==> src/rtl/logic_gates.sv <==
// logic_gates: registered two-input bitwise gate unit.
//
// Each enabled rising edge of iClk captures AND, OR, NOT(A), NAND, NOR, XOR
// and XNOR of the current operands. Every output is a flop, so latency is
// exactly one edge and no combinational path runs from inputs to outputs.
//
// Ports:
//   iClk    - system clock, rising-edge active
//   iRst_n  - asynchronous active-low reset; clears all outputs to 0
//   iEn     - sample enable; 1 = capture new results this edge
//   iA, iB  - WIDTH-bit operands (oNot uses iA only)
//   oAnd .. oXnor - registered gate results, WIDTH bits each
//   oValid  - sticky flag: outputs hold a result captured since reset
//
// Reset values are all 0, even for gates whose function of (0,0) is 1;
// consumers must qualify the gate outputs with oValid.

module logic_gates #(
  parameter int unsigned WIDTH = 1
) (
  input  logic             iClk,
  input  logic             iRst_n,
  input  logic             iEn,
  input  logic [WIDTH-1:0] iA,
  input  logic [WIDTH-1:0] iB,
  output logic [WIDTH-1:0] oAnd,
  output logic [WIDTH-1:0] oOr,
  output logic [WIDTH-1:0] oNot,
  output logic [WIDTH-1:0] oNand,
  output logic [WIDTH-1:0] oNor,
  output logic [WIDTH-1:0] oXor,
  output logic [WIDTH-1:0] oXnor,
  output logic             oValid
);

  logic [WIDTH-1:0] and_d,  and_q;
  logic [WIDTH-1:0] or_d,   or_q;
  logic [WIDTH-1:0] not_d,  not_q;
  logic [WIDTH-1:0] nand_d, nand_q;
  logic [WIDTH-1:0] nor_d,  nor_q;
  logic [WIDTH-1:0] xor_d,  xor_q;
  logic [WIDTH-1:0] xnor_d, xnor_q;
  logic             valid_d, valid_q;

  // Hold by default; the enable alone decides whether inputs are looked at,
  // so unknown operands while disabled never reach the registers.
  always_comb begin
    and_d   = and_q;
    or_d    = or_q;
    not_d   = not_q;
    nand_d  = nand_q;
    nor_d   = nor_q;
    xor_d   = xor_q;
    xnor_d  = xnor_q;
    valid_d = valid_q;
    if (iEn) begin
      and_d   = iA & iB;
      or_d    = iA | iB;
      not_d   = ~iA;
      nand_d  = ~(iA & iB);
      nor_d   = ~(iA | iB);
      xor_d   = iA ^ iB;
      xnor_d  = ~(iA ^ iB);
      valid_d = 1'b1;
    end
  end

  always_ff @(posedge iClk or negedge iRst_n) begin
    if (!iRst_n) begin
      and_q   <= '0;
      or_q    <= '0;
      not_q   <= '0;
      nand_q  <= '0;
      nor_q   <= '0;
      xor_q   <= '0;
      xnor_q  <= '0;
      valid_q <= 1'b0;
    end else begin
      and_q   <= and_d;
      or_q    <= or_d;
      not_q   <= not_d;
      nand_q  <= nand_d;
      nor_q   <= nor_d;
      xor_q   <= xor_d;
      xnor_q  <= xnor_d;
      valid_q <= valid_d;
    end
  end

  assign oAnd   = and_q;
  assign oOr    = or_q;
  assign oNot   = not_q;
  assign oNand  = nand_q;
  assign oNor   = nor_q;
  assign oXor   = xor_q;
  assign oXnor  = xnor_q;
  assign oValid = valid_q;

endmodule

==> config.mk <==
export PLATFORM = sky130hd
export DESIGN_NAME = logic_gates
export DESIGN_NICKNAME = d
export VERILOG_FILES = /design/src/rtl/logic_gates.sv
export SDC_FILE = /design/constraint.sdc
export NUM_CORES = 1
export LEC_CHECK = 0
export BUFFER_PORTS_ARGS = -buffer_cell sky130_fd_sc_hd__buf_2
export CAP_MARGIN = 0
export CORE_AREA = 2 2 39 41
export DETAILED_ROUTE_END_ITERATION = 6
export DIE_AREA = 0 0 41 43
export GPL_TIMING_DRIVEN = 0
export PLACE_DENSITY = 0.5
export SLEW_MARGIN = 25
export SYNTH_ARGS = -nofsm -noshare
export SYNTH_HDL_FRONTEND = slang
export SYNTH_SLANG_ARGS = --single-unit
==> constraint.sdc <==
create_clock -name iClk -period 1.1 [get_ports iClk]
set_clock_uncertainty 0.2 [all_clocks]
set_input_delay 0.165 -clock iClk [delete_from_list [all_inputs] [get_ports iClk]]
set_output_delay 0.165 -clock iClk [all_outputs]
set_load 0.01 [all_outputs]
### Yosys cells after proc, flatten, opt, wreduce, memory -nomap -nowiden

Index checks and enable logic that the tools add are counted.

| word-level totals | value |
|---|---|
| register bits | 8 |
| input port bits | 5 |
| output and inout bits | 8 |
| word-level logic and storage cells | 15 |

| operators by class | value |
|---|---|
| bitwise operators | 7 |

Operators by type and width:

| operator | count |
|---|---|
| inverter 1 bit | 4 |
| AND 1 bit | 1 |
| bitwise OR 1 bit | 1 |
| bitwise XOR 1 bit | 1 |

### Depth between registers and ports, before layout

| logic depth | value |
|---|---|
| depth in word-level cells | 2 |
| gate-level depth with buffers | 3 |
| gate-level depth less buffers | 3 |

### Worst setup path after synthesis

OpenSTA, ideal clock, no wires.

| timing | value |
|---|---|
| path type | input to register |
| start point | input port iA |
| end point | register xor_q, in the netlist oXor |
| setup time | 125 ps |
| arrival time | 736 ps |
| required time | 775 ps |
| slack | 39 ps |
| cell stages on the path | 3 |
| buffers on the path | 0 |
| cell sequence | inv_1 -> ha_1 -> mux2_4 |

| between the ends | value |
|---|---|
| word-level cells in the longest chain between the ends | 1 |

Ends and longest elaborated chain:

| what | RTL line | source |
|---|---|---|
| start: declaration | 24 | `input logic [WIDTH-1:0] iA,` |
| bitwise XOR 1 bit | 62 | `xor_d = iA ^ iB;` |
| end signal: assignment | 84 | `xor_q <= xor_d;` |
| end: declaration | 41 | `logic [WIDTH-1:0] xor_d, xor_q;` |

Every way passes these cells.
A chain may end at the register's enable or synchronous reset.

### Worst setup path after layout

| timing | value |
|---|---|
| start point | register nand_q, in the netlist oNand |
| end point | output port oNand |

RTL lines:

| what | RTL line | source |
|---|---|---|
| start: declaration | 39 | `logic [WIDTH-1:0] nand_d, nand_q;` |
| start signal: assignment | 82 | `nand_q <= nand_d;` |
| end: declaration | 29 | `output logic [WIDTH-1:0] oNand,` |

No word-level cell between the ends.

==> reports/qor.txt <==
smallest hold slack -> -0.0376 ns
Reg2Reg Setup Slack -> 0.02 ns
synth cell count leaders -> dfrtp_1 (8), inv_1 (5), ha_1 (4), mux2_4 (3), mux2i_1 (3)
remaining global-route overflow -> 0
Critical Path AT -> 0.76 ns
Avg Vias per Cell -> 3.98
GR Util All Layers -> 0.0950
failing checks -> negative hold slack, negative setup slack
DIE AREA -> 1760 um^2
worst r2r src -> oAnd
sequential cell area -> 200 um^2
Hold Buf Count CTS -> 2
crit path kind -> flip-flop to output port
cell area after synthesis -> 370 um^2
syn_nets -> 36
final setup margin -> -0.0264 ns
share of cells above drive strength 1 -> 0.457
sw power -> 0.160 mW
cts repair resizes -> 0
Post-Route Utilization -> 0.369
CP max FO -> 2
Worst-Margin Slew -> 0.180 ns
most common cell in the netlist -> dfrtp_1
P_leak -> 0.283 nW
# nets final -> 57
CP cell instances -> buf_2
final worst-path cycle share -> 1.02
P_int -> 0.521 mW
Yosys top cell area share -> 0.541
Design Power -> 0.681 mW
clock buffer count from CTS -> 3
P&R area growth vs syn -> 37.8%
Hold Vio Cnt, Final -> 5
First-pass DRT Iterations -> 1
flops & latches, synth -> 8
boundary pin count -> 13
reg-to-reg critical path endpoint -> oAnd
first-pass GRT wire length -> 1.03 mm
row cnt -> 14
status -> finished with violations
pwr dens -> 1330 nW/um^2
Post-synth ARST share -> 1.00
Core Area -> 1380 um^2
worst path required time -> 0.73 ns
Routed WL per cell -> 10.3 um
Worst path depth -> 1
largest net degree at the start of global routing -> 10
CP bufs+invs -> 1
Clock power frac -> 0.310
initial antenna violation count -> 0
routed vias -> 247
clock root buffer master -> clkbuf_4
CTS tree -> done
# setup viols final -> 8
Starting DRT DRC Count -> 0
maxcap violations -> 0
Highest Clock Rate -> 888 MHz
Crit. Startpoint -> oNand
number of fill cells -> 146
Max rail drop VDD -> 0.673 mV
CP max stage cell -> dfrtp_1
CP top delay family -> flip-flops
RD Place Congestion -> 0.677
Multi-input gate area -> 140 um^2
slowest stage delay, CP -> 0.38 ns
unrepaired setup endpoints after global routing -> true
Setup crit end -> oNand
clock sinks -> 8
syn avg cell area -> 13.7 um^2
Post-synth EDFFs -> 0
Yosys top cell by area -> dfrtp_1
post-synthesis sequential area ratio -> 0.541
worst rel slew slack -> 0.880
Worst Hold Class -> primary input to flip-flop
Die Width -> 41 um
Max H-tree Level -> 1
die height -> 43 um
I/O Buffers -> 11
Crit. End Element -> output port
antenna viol nets, final -> 0
dominant synthesized flop cell -> dfrtp_1
Clock Tree Buf Depth -> 2
Yosys cell types -> 9
Comb power frac -> 0.199
total routed wirelength -> 641 um
n_diodes -> 0
largest cells by area after synthesis -> dfrtp_1 (54%), ha_1 (14%), mux2_4 (12%)
initial core utilization -> 0.268
pins over their slew limit -> 0
reg2reg path depth -> 2
DRC errors left -> 0
Reg power frac -> 0.491
net switching fraction of the power -> 0.234
vias in the first global route -> 261
YS warnings -> 0
worst skew pair latency -> 0.24 ns
Cells after Synth -> 27
crit path launch type -> flip-flop
clock-pin transition on the worst setup and hold timing paths -> 0.05 ns
post-route minimum period -> 1.13 ns
-- power by group through the flow --
stage               Combinational (mW)  Clock (mW)  Sequential, mW
finish                           0.135       0.211           0.334
global route                     0.150       0.250           0.337
CTS                              0.139       0.228           0.334
detailed placement               0.114           0           0.340
global placement                 0.112           0           0.339
floorplan                       0.0508           0           0.354
-- routing by layer --
| layer | global-route usage | part of all wire | vias up |
|---|---|---|---|
| li1 | - | - | 121 |
| met1 | 0.0954 | 0.42 | 118 |
| met2 | 0.138 | 0.50 | 6 |
| met3 | 0.0785 | 0.067 | 2 |
| met4 | 0.0400 | 0.017 | 0 |
| met5 | 0 | 0 | - |
-- what timing repair did --
action	in CTS	in global routing
buffers inserted	3	0
hold endpoints to repair	13	5
endpoints found under the setup margin	8	9
-- area by class of cell --
cell class                 instances  area share
inverter                           5      0.0368
buffer                             1      0.0221
sequential                         8       0.392
multi-input combinational         13       0.275
timing repair buffer              16       0.191
tap                               16      0.0392
clock buffer                       3      0.0441
-- per-stage QoR --
step | setup TNS [ns] | setup slack (ns) | instance area (um^2) | cells
floorplan | 0 | 0.0389 | 370 | 27
global placement | -0.129 | -0.125 | 445 | 54
CTS | -0.242 | -0.0418 | 510 | 62
finish | -0.122 | -0.0264 | 510 | 62
global route | -0.468 | -0.0692 | 510 | 62
detailed placement | -0.137 | -0.134 | 445 | 54
-- sequential cells by signal (all words and copies together) (netlist names) --
name	count
oAnd	1
oXor	1
oNand	1
oValid	1
oXnor	1
oNor	1
oOr	1
oNot	1
-- cells by family after synthesis --
kind of cell / after synthesis / synth area share
DFF: 8 / 0.541
buffers and inverters: 6 / 0.0811
muxes: 6 / 0.203
adders and majority gates: 4 / 0.135
and+or+nand+nor: 2 / 0.0270
AOI/OAI and AO/OA: 1 / 0.0135
-- cell usage in the layout (no fill, tap or decap), types with 2 or more instances in the layout --
cell type,netlist,final
buf_4,0,3
mux2i_1,3,3
dfrtp_1,8,8
buf_2,0,11
ha_1,4,4
mux2_4,3,3
inv_1,5,5
clkbuf_4,0,3
dlygate4sd3_1,0,2
-- worst register-to-register path, cell delays in order, from the launching register on --
cell and delay, ns:
dfrtp_1 0.37, buf_4 0.13, mux2_4 0.26
-- worst min-delay path by stage --
| stage | startpoint | to | cells after the start |
|---|---|---|---|
| 6_report | iEn | oNot | 2 |
| 5_1_grt | iEn | oNot | 2 |
| 4_1_cts | iEn | oNot | 2 |
| 3_5_place_dp | iRst_n | oValid | 1 |
| 3_3_place_gp | iRst_n | oValid | 1 |
| 2_1_floorplan | iRst_n | oAnd | 0 |
Power figures use the tool's default switching activity.
